**config.mk**
```make
export PLATFORM = sky130hd
export DESIGN_NAME = logicop_exec_ctrl
export DESIGN_NICKNAME = d
export VERILOG_FILES = /design/src/rtl/logicop_exec_ctrl_pkg.sv /design/src/rtl/logicop_step_shifter.sv /design/src/rtl/logicop_exec_ctrl.sv
export SDC_FILE = /design/constraint.sdc
export NUM_CORES = 1
export LEC_CHECK = 0
export ABC_AREA = 1
export CELL_PAD_IN_SITES_DETAIL_PLACEMENT = 2
export CELL_PAD_IN_SITES_GLOBAL_PLACEMENT = 2
export CORE_MARGIN = 2
export CORE_UTILIZATION = 29
export CTS_CLUSTER_DIAMETER = 120
export DETAILED_ROUTE_END_ITERATION = 8
export GPL_TIMING_DRIVEN = 0
export PLACE_DENSITY = 0.92
export SLEW_MARGIN = 30
export SYNTH_ARGS = -nofsm -noshare
export SYNTH_HDL_FRONTEND = slang
export SYNTH_HIERARCHICAL = 1
export SYNTH_SLANG_ARGS = --single-unit
```
**constraint.sdc**
```tcl
create_clock -name i_clk -period 2.8 [get_ports i_clk]
set_input_delay 0.84 -clock i_clk [delete_from_list [all_inputs] [get_ports i_clk]]
set_output_delay 0.84 -clock i_clk [all_outputs]
set_load 0.05 [all_outputs]
```
**src/rtl/logicop_exec_ctrl_pkg.sv**
```systemverilog
// Shared types for the EX-stage logic/shift sequencer: decoder opcode,
// controller state encoding and the default per-cycle shift step.
package logicop_exec_ctrl_pkg;

  typedef enum logic [2:0] {
    logicop_nop = 3'd0,
    logicop_and = 3'd1,
    logicop_orr = 3'd2,
    logicop_xor = 3'd3,
    logicop_sll = 3'd4,
    logicop_srl = 3'd5,
    logicop_sra = 3'd6
  } rv32_logicop;

  typedef enum logic [1:0] {
    LCE_IDLE  = 2'd0,
    LCE_SHIFT = 2'd1,
    LCE_DONE  = 2'd2
  } lce_state_t;

  localparam int unsigned LOGICOP_SHIFT_STEP_DEFAULT = 4;

  function automatic logic is_shift(input rv32_logicop op);
    return (op == logicop_sll) || (op == logicop_srl) || (op == logicop_sra);
  endfunction

endpackage

```
**src/rtl/logicop_step_shifter.sv**
```systemverilog
// One iteration of the multi-cycle shifter: shifts acc by at most SHIFT_STEP
// positions in the direction/fill selected by op.
module logicop_step_shifter
  import logicop_exec_ctrl_pkg::*;
#(
  parameter int unsigned SHIFT_STEP = LOGICOP_SHIFT_STEP_DEFAULT
) (
  input  logic [31:0]                 acc,
  input  logic [$clog2(SHIFT_STEP):0] amount,
  input  rv32_logicop                 op,
  output logic [31:0]                 shifted
);

  always_comb begin
    shifted = acc;
    case (op)
      logicop_sll: shifted = acc << amount;
      logicop_srl: shifted = acc >> amount;
      logicop_sra: shifted = 32'($signed(acc) >>> amount);
      default:     shifted = acc;
    endcase
  end

endmodule

```
**src/rtl/logicop_exec_ctrl.sv**
```systemverilog
// EX-stage logic/shift sequencer: bitwise ops finish in one cycle, shifts
// iterate SHIFT_STEP positions per cycle behind valid/ready handshakes.
module logicop_exec_ctrl
  import logicop_exec_ctrl_pkg::*;
#(
  parameter int unsigned SHIFT_STEP = LOGICOP_SHIFT_STEP_DEFAULT
) (
  input  logic        i_clk,
  input  logic        i_rst_n,
  input  logic        i_flush,
  input  logic        i_valid,
  output logic        o_ready,
  input  rv32_logicop i_logicop,
  input  logic [31:0] i_op_a,
  input  logic [31:0] i_op_b,
  output logic        o_valid,
  input  logic        i_ready,
  output logic [31:0] o_result,
  output logic        o_busy
);

  localparam int unsigned AW = $clog2(SHIFT_STEP) + 1;

  lce_state_t  state;
  logic [31:0] acc;
  logic [4:0]  rem;
  rv32_logicop op;

  logic [AW-1:0] step_amt;
  logic [4:0]    rem_next;
  logic [31:0]   acc_shifted;
  logic [31:0]   direct_res;
  logic [4:0]    shamt_in;

  assign shamt_in = i_op_b[4:0];

  always_comb begin
    step_amt = (32'(rem) >= SHIFT_STEP) ? AW'(SHIFT_STEP) : AW'(rem);
    rem_next = rem - 5'(step_amt);
  end

  // Ops that never enter SHIFT; a shift only lands here with shamt == 0.
  always_comb begin
    direct_res = '0;
    case (i_logicop)
      logicop_and: direct_res = i_op_a & i_op_b;
      logicop_orr: direct_res = i_op_a | i_op_b;
      logicop_xor: direct_res = i_op_a ^ i_op_b;
      logicop_sll,
      logicop_srl,
      logicop_sra: direct_res = i_op_a;
      default:     direct_res = '0;
    endcase
  end

  logicop_step_shifter #(
    .SHIFT_STEP(SHIFT_STEP)
  ) u_step_shifter (
    .acc    (acc),
    .amount (step_amt),
    .op     (op),
    .shifted(acc_shifted)
  );

  always_ff @(posedge i_clk or negedge i_rst_n) begin
    if (!i_rst_n) begin
      state <= LCE_IDLE;
      acc   <= '0;
      rem   <= '0;
      op    <= logicop_nop;
    end else if (i_flush) begin
      state <= LCE_IDLE;
      acc   <= '0;
      rem   <= '0;
    end else begin
      case (state)
        LCE_IDLE: begin
          if (i_valid) begin
            op <= i_logicop;
            if (is_shift(i_logicop) && (shamt_in != 5'd0)) begin
              acc   <= i_op_a;
              rem   <= shamt_in;
              state <= LCE_SHIFT;
            end else begin
              acc   <= direct_res;
              rem   <= '0;
              state <= LCE_DONE;
            end
          end
        end
        LCE_SHIFT: begin
          acc <= acc_shifted;
          rem <= rem_next;
          if (rem_next == 5'd0) state <= LCE_DONE;
        end
        LCE_DONE: begin
          if (i_ready) begin
            acc   <= '0;
            state <= LCE_IDLE;
          end
        end
        default: state <= LCE_IDLE;
      endcase
    end
  end

  assign o_valid  = (state == LCE_DONE);
  assign o_result = o_valid ? acc : '0;
  assign o_busy   = (state != LCE_IDLE);
  assign o_ready  = (state == LCE_IDLE) && !i_flush;

endmodule

```
Word-level counts from Yosys, hierarchy flattened
Index checks and enable logic that the tools add are counted.

operators by class
  add/sub/neg operators = 1
  multiply operators = 0
  divide/modulo/power cells = 0
  $lt $le $gt $ge = 1
  equality and inequality tests = 15
  shifts and indexed selects = 3
  multiplexer cells = 19
  bitwise logic cells = 4
  reductions and logical operators = 16

operator list
  kind                  count
  $pmux W32 S3          2
  $mux W32              5
  $pmux W32 S4          1
  $and A32 B32 Y32      1
  $or A32 B32 Y32       1
  $shl A32 B3 Y32       1
  $shr A32 B3 Y32       1
  $sshr A32 B3 Y32      1
  $xor A32 B32 Y32      1
  $eq A3 B3 Y1 const B  6
  $mux W5               3
  $mux W2               5
  $pmux W5 S2           1
  $eq A3 B2 Y1 const B  2
  $ne A3 B3 Y1 const B  2
  $pmux W2 S3           1
  $reduce_and A3 Y1     2
  $ge A5 B3 Y1 const B  1
  $logic_not A5 Y1      1
  $ne A5 B2 Y1 const B  1
  $reduce_bool A5 Y1    1
  $sub A5 B3 Y5         1
  $reduce_and A4 Y1     1
  $reduce_bool A4 Y1    1
  other kinds (14)      16

word-level totals
  flip-flop bits (word level) = 42
  latch bits = 0
  RAM bits = 0
  memory bits (read-only) = 0
  bits of input ports = 72
  output and inout port bits = 35
  logic and storage cells = 63
  memories kept = 0

Logic depth before layout (Yosys ltp)
  depth after elaboration = 8
  gate-level depth with buffers = 17

Modules after synthesis
Netlist, hierarchy kept.

modules (own cells, without submodules)
  module                times used  cells each  area an instance (um^2)  sequential area each (um^2)
  logicop_exec_ctrl     1           625         4411.7                   1051.0
  logicop_step_shifter  1           542         2484.9                   0.0

Least setup slack after synthesis
Ideal clock, no wire load.

  kind = reg-to-output
  start point = register state[0]
  end point = output o_result[10]
  data arrival time = 1.849 ns
  required time = 1.960 ns
  setup slack = 0.111 ns
  stages on the path, launching flop included = 7
  path buffers = 2
  cell sequence = dfrtp_1 -> inv_1 -> ha_1 -> buf_2 -> buf_1 -> nand2_1 -> inv_1

on the way
  longest elaborated chain between the ends = 2

RTL lines
  what                      line                      RTL
  start: declaration        logicop_exec_ctrl.sv:24   lce_state_t state;
  start signal: assignment  logicop_exec_ctrl.sv:67   state <= LCE_IDLE;
  start signal: assignment  logicop_exec_ctrl.sv:72   state <= LCE_IDLE;
  start signal: assignment  logicop_exec_ctrl.sv:83   state <= LCE_SHIFT;
  $eq A2 B2 Y1              logicop_exec_ctrl.sv:107  assign o_valid = (state == LCE_DONE);
  via o_valid               logicop_exec_ctrl.sv:16   output logic o_valid,
  $mux W32                  logicop_exec_ctrl.sv:108  assign o_result = o_valid ? acc : '0;
  end: declaration          logicop_exec_ctrl.sv:18   output logic [31:0] o_result,

The timed path passes the listed nets, and every way through them passes these cells.

Final worst setup path
  start point = input i_logicop[2]
  end point = register acc[2]

on the way
  longest elaborated chain between the ends = 8
  elaborated cells on any way between the ends = 15
  classes of those cells = eq/ne: 6; mux: 5; reduce/logical: 4

RTL lines
  what                                                                  line                     RTL
  start: declaration                                                    logicop_exec_ctrl.sv:13  input rv32_logicop i_logicop,
  parallel branches: the longest is 4 deep, another holds $pmux W32 S4  --
  $mux W32 (*)                                                          logicop_exec_ctrl.sv:80  if (is_shift(i_logicop) && (shamt_in != 5'd0)) begin
  $mux W32 (*)                                                          logicop_exec_ctrl.sv:78  if (i_valid) begin
  $pmux W32 S3 (*)                                                      logicop_exec_ctrl.sv:76  case (state)
  $mux W32 (*)                                                          logicop_exec_ctrl.sv:71  end else if (i_flush) begin
  end signal: assignment                                                logicop_exec_ctrl.sv:81  acc <= i_op_a;
  end signal: assignment                                                logicop_exec_ctrl.sv:85  acc <= direct_res;
  end signal: assignment                                                logicop_exec_ctrl.sv:92  acc <= acc_shifted;
  end: declaration                                                      logicop_exec_ctrl.sv:25  logic [31:0] acc;

Every way passes the cells marked *. The select of a mux whose other input is x is not followed.
A chain may end at the register's enable or synchronous reset.

==> summary.txt <==
Setup slack, reg-to-reg -> -40 ps
Lkg Pwr -> 4.43 nW
Final Total Pwr -> 8.25 mW
Die span in y -> 158 um
RSZ-0062 raised after global routing -> true
Worst min-delay path category -> input pin to async pin
Reg2Reg Launch Point -> rem[4]
Post-synthesis cell area -> 0.00690 mm2
Critical path endpoint category -> flop
Post-synthesis sequential area ratio -> 0.152
Synth Register Bits -> 42
Die area -> 0.0250 mm2
GP Congestion -> 0.951
Crit path max fanout -> 10
Peak VDD IR -> 0.000347 V
Worst setup margin -> -75.0 ps
Setup violations, final -> 10
Synth Area in XOR/XNOR -> 0
Distinct cells, synth -> 40
TritonCTS Buffers -> 5
Setup CP Type -> input pin to flop
Main combinational cell family by area after synthesis -> simple AND/OR/NAND/NOR gates
Drt wl/cell -> 28.9 um
ANT nets after route -> 0
Overflow after GRT -> 0
Cell Chain, Critical Path -> clkdlybuf4s50_1 > nor3_2 > clkbuf_2 > nand2_1 > o2111ai_1 > a21boi_0 > o21ai_2
Routed via count -> 9666
Critical path's slowest cell -> clkdlybuf4s50_1
Nets -> 1420
Commonest cells after routing, fill and taps aside -> nand2_1, nand3_1, inv_1, clkdlybuf4s50_1, ha_1
Area growth syn-to-layout -> 23.1%
Routed vias/inst -> 6.04
Worst Skew -> 13.2 ps
Worst Tran Pin Value -> 717 ps
I/O pins -> 107
Vias in the first global route -> 10500
Die Wd -> 158 um
CTS tree -> built
Syn avg cell area -> 5.91 um2
Max-Cap Viols -> 0
Reg2reg path depth -> 15
Row count -> 56
First-pass GRT wire length -> 64400 um
Place WS -> -685 ps
Diodes inserted -> 0
Root Buffer Master -> clkbuf_16
Mapped Cells -> 1167
Simple-gate share of the synthesized area -> 0.418
Worst path max stage delay -> 550 ps
Initial antenna violation count -> 1
Gr usage total -> 0.345
Top-area cell type share of the netlist area -> 0.231
Slew Viols, Final -> 0
Required @ worst endpoint -> 3010 ps
Final wirelength -> 46200 um
Post-synthesis mux area share -> 0.00163
Adder-Cell Fraction of Synth Area -> 0.123
Tcrit/Tclk final -> 1.03
Clk_lat worst skew -> 310 ps
Placeable Area -> 0.0234 mm2
Max transition margin -> 0.520
Starting Density -> 0.295
Status -> finished, violations left
Max Buffers Root-to-Sink -> 2
Syn nets -> 1307
Synth area leaders -> nand2_1, dfrtp_1, nand3_1, ha_1, inv_1
Reg2reg end -> acc[28]
Critical path data arrival time -> 3090 ps
CTS sink count -> 42
Setup tns final -> -322 ps
Worst-path clk slew -> 80 ps
Post-synth top area cell -> nand2_1
Commonest non-fill, non-tap cell in the layout -> nand2_1
F_max -> 0.348 GHz
HPWL after detailed placement -> 30700 um
Pre-antenna DRT Iters -> 5
H-tree depth -> 2
Final Hold Fails -> 0
Yosys warns -> 6
Failing checks -> setup timing
I/O Buffers -> 106
Hold WS -> 558 ps
Layout cells sized above 1 -> 0.123
Compound-Gate Fraction of Synth Area -> 0.171
Largest net degree at the start of global routing -> 43
# Post-CTS Setup Buffers -> 0
WP buf/inv -> 2
Util after Layout -> 0.363
Delay-heaviest family, CP -> buffers and inverters
Hold buffers post-CTS -> 0
CP startpoint kind -> input pin
Drt drc -> 0
Initial DRC Count -> 995
Post-route minimum period -> 2880 ps
Power Dens Cells -> 972 mW/mm2
## synthesized netlist by cell type (all sizes together)
master,number
a21boi,13
a21o,1
a21oi,16
a22oi,17
and2,8
buf,46
clkbuf,20
conb,1
dfrtp,42
ha,68
inv,133
mux2,1
nand2,429
nand3,178
nand3b,1
nand4,4
nor2,63
nor3,2
o2111ai,14
o211ai,6
o21a,23
o21ai,76
o22ai,3
or2,2
## report_power, final
group | internal (mW) | leakage, nW | switching (mW) | total (mW)
registers | 0.809 | 0.562 | 0.499 | 1.31
logic | 1.65 | 3.78 | 4.45 | 6.10
clock network | 0.538 | 0.0971 | 0.308 | 0.846
total | 3.00 | 4.43 | 5.25 | 8.25
## registers in the layout (all words and copies together), names as in the netlist
name	flops
op	3
rem	5
acc	32
state	2
## through the flow
| stage | std cells | cell area, um2 |
|---|---|---|
| 3_3_place_gp | 1592 | 8360 |
| 5_1_grt | 1600 | 8490 |
| 4_1_cts | 1600 | 8530 |
| 3_5_place_dp | 1592 | 8350 |
| 2_1_floorplan | 1167 | 6900 |
| 6_report | 1600 | 8490 |
## logic make-up (layout without fill, tap and decap cells)
group / after synthesis / in the layout
buffers and inverters: 199 / 313
DFF: 42 / 42
AOI/OAI and AO/OA: 169 / 169
muxes: 1 / 1
other: 1 / 1
adders and majority gates: 68 / 68
and+or+nand+nor: 687 / 687
## area by class of cell
| type | instances | area (um2) |
|---|---|---|
| Buffer | 66 | 449 |
| Fill cell | 2911 | 14900 |
| Multi-Input combinational cell | 926 | 4980 |
| Clock inverter | 2 | 60.1 |
| Timing Repair Buffer | 106 | 910 |
| Sequential cell | 42 | 1050 |
| Tap cell | 319 | 399 |
| Clock buffer | 6 | 139 |
| Inverter | 133 | 507 |
## per-layer routing
layer | wire (um) | up-vias | global-route usage
li1 | - | 4007 | -
met1 | 17200 | 4767 | 0.396
met2 | 22200 | 655 | 0.611
met3 | 3410 | 235 | 0.0460
met4 | 3340 | 2 | 0.200
met5 | 13 | - | 0
## worst max-delay path by stage
stage	startpoint	end	cells after the start
final	i_logicop[2]	acc[2]	7
after CTS	state[0]	o_result[6]	7
after global routing	rem[4]	acc[0]	15
after floorplan	state[0]	o_result[10]	6
after global placement	state[0]	o_result[13]	7
after detailed placement	state[0]	o_result[13]	7
## timing repair
| item | in CTS | in global routing |
|---|---|---|
| resized for setup | 153 | 57 |
| pin swaps | 0 | 0 |
| endpoints found under the setup margin | 66 | 58 |
No activity file was read; power rests on OpenSTA's default activity.
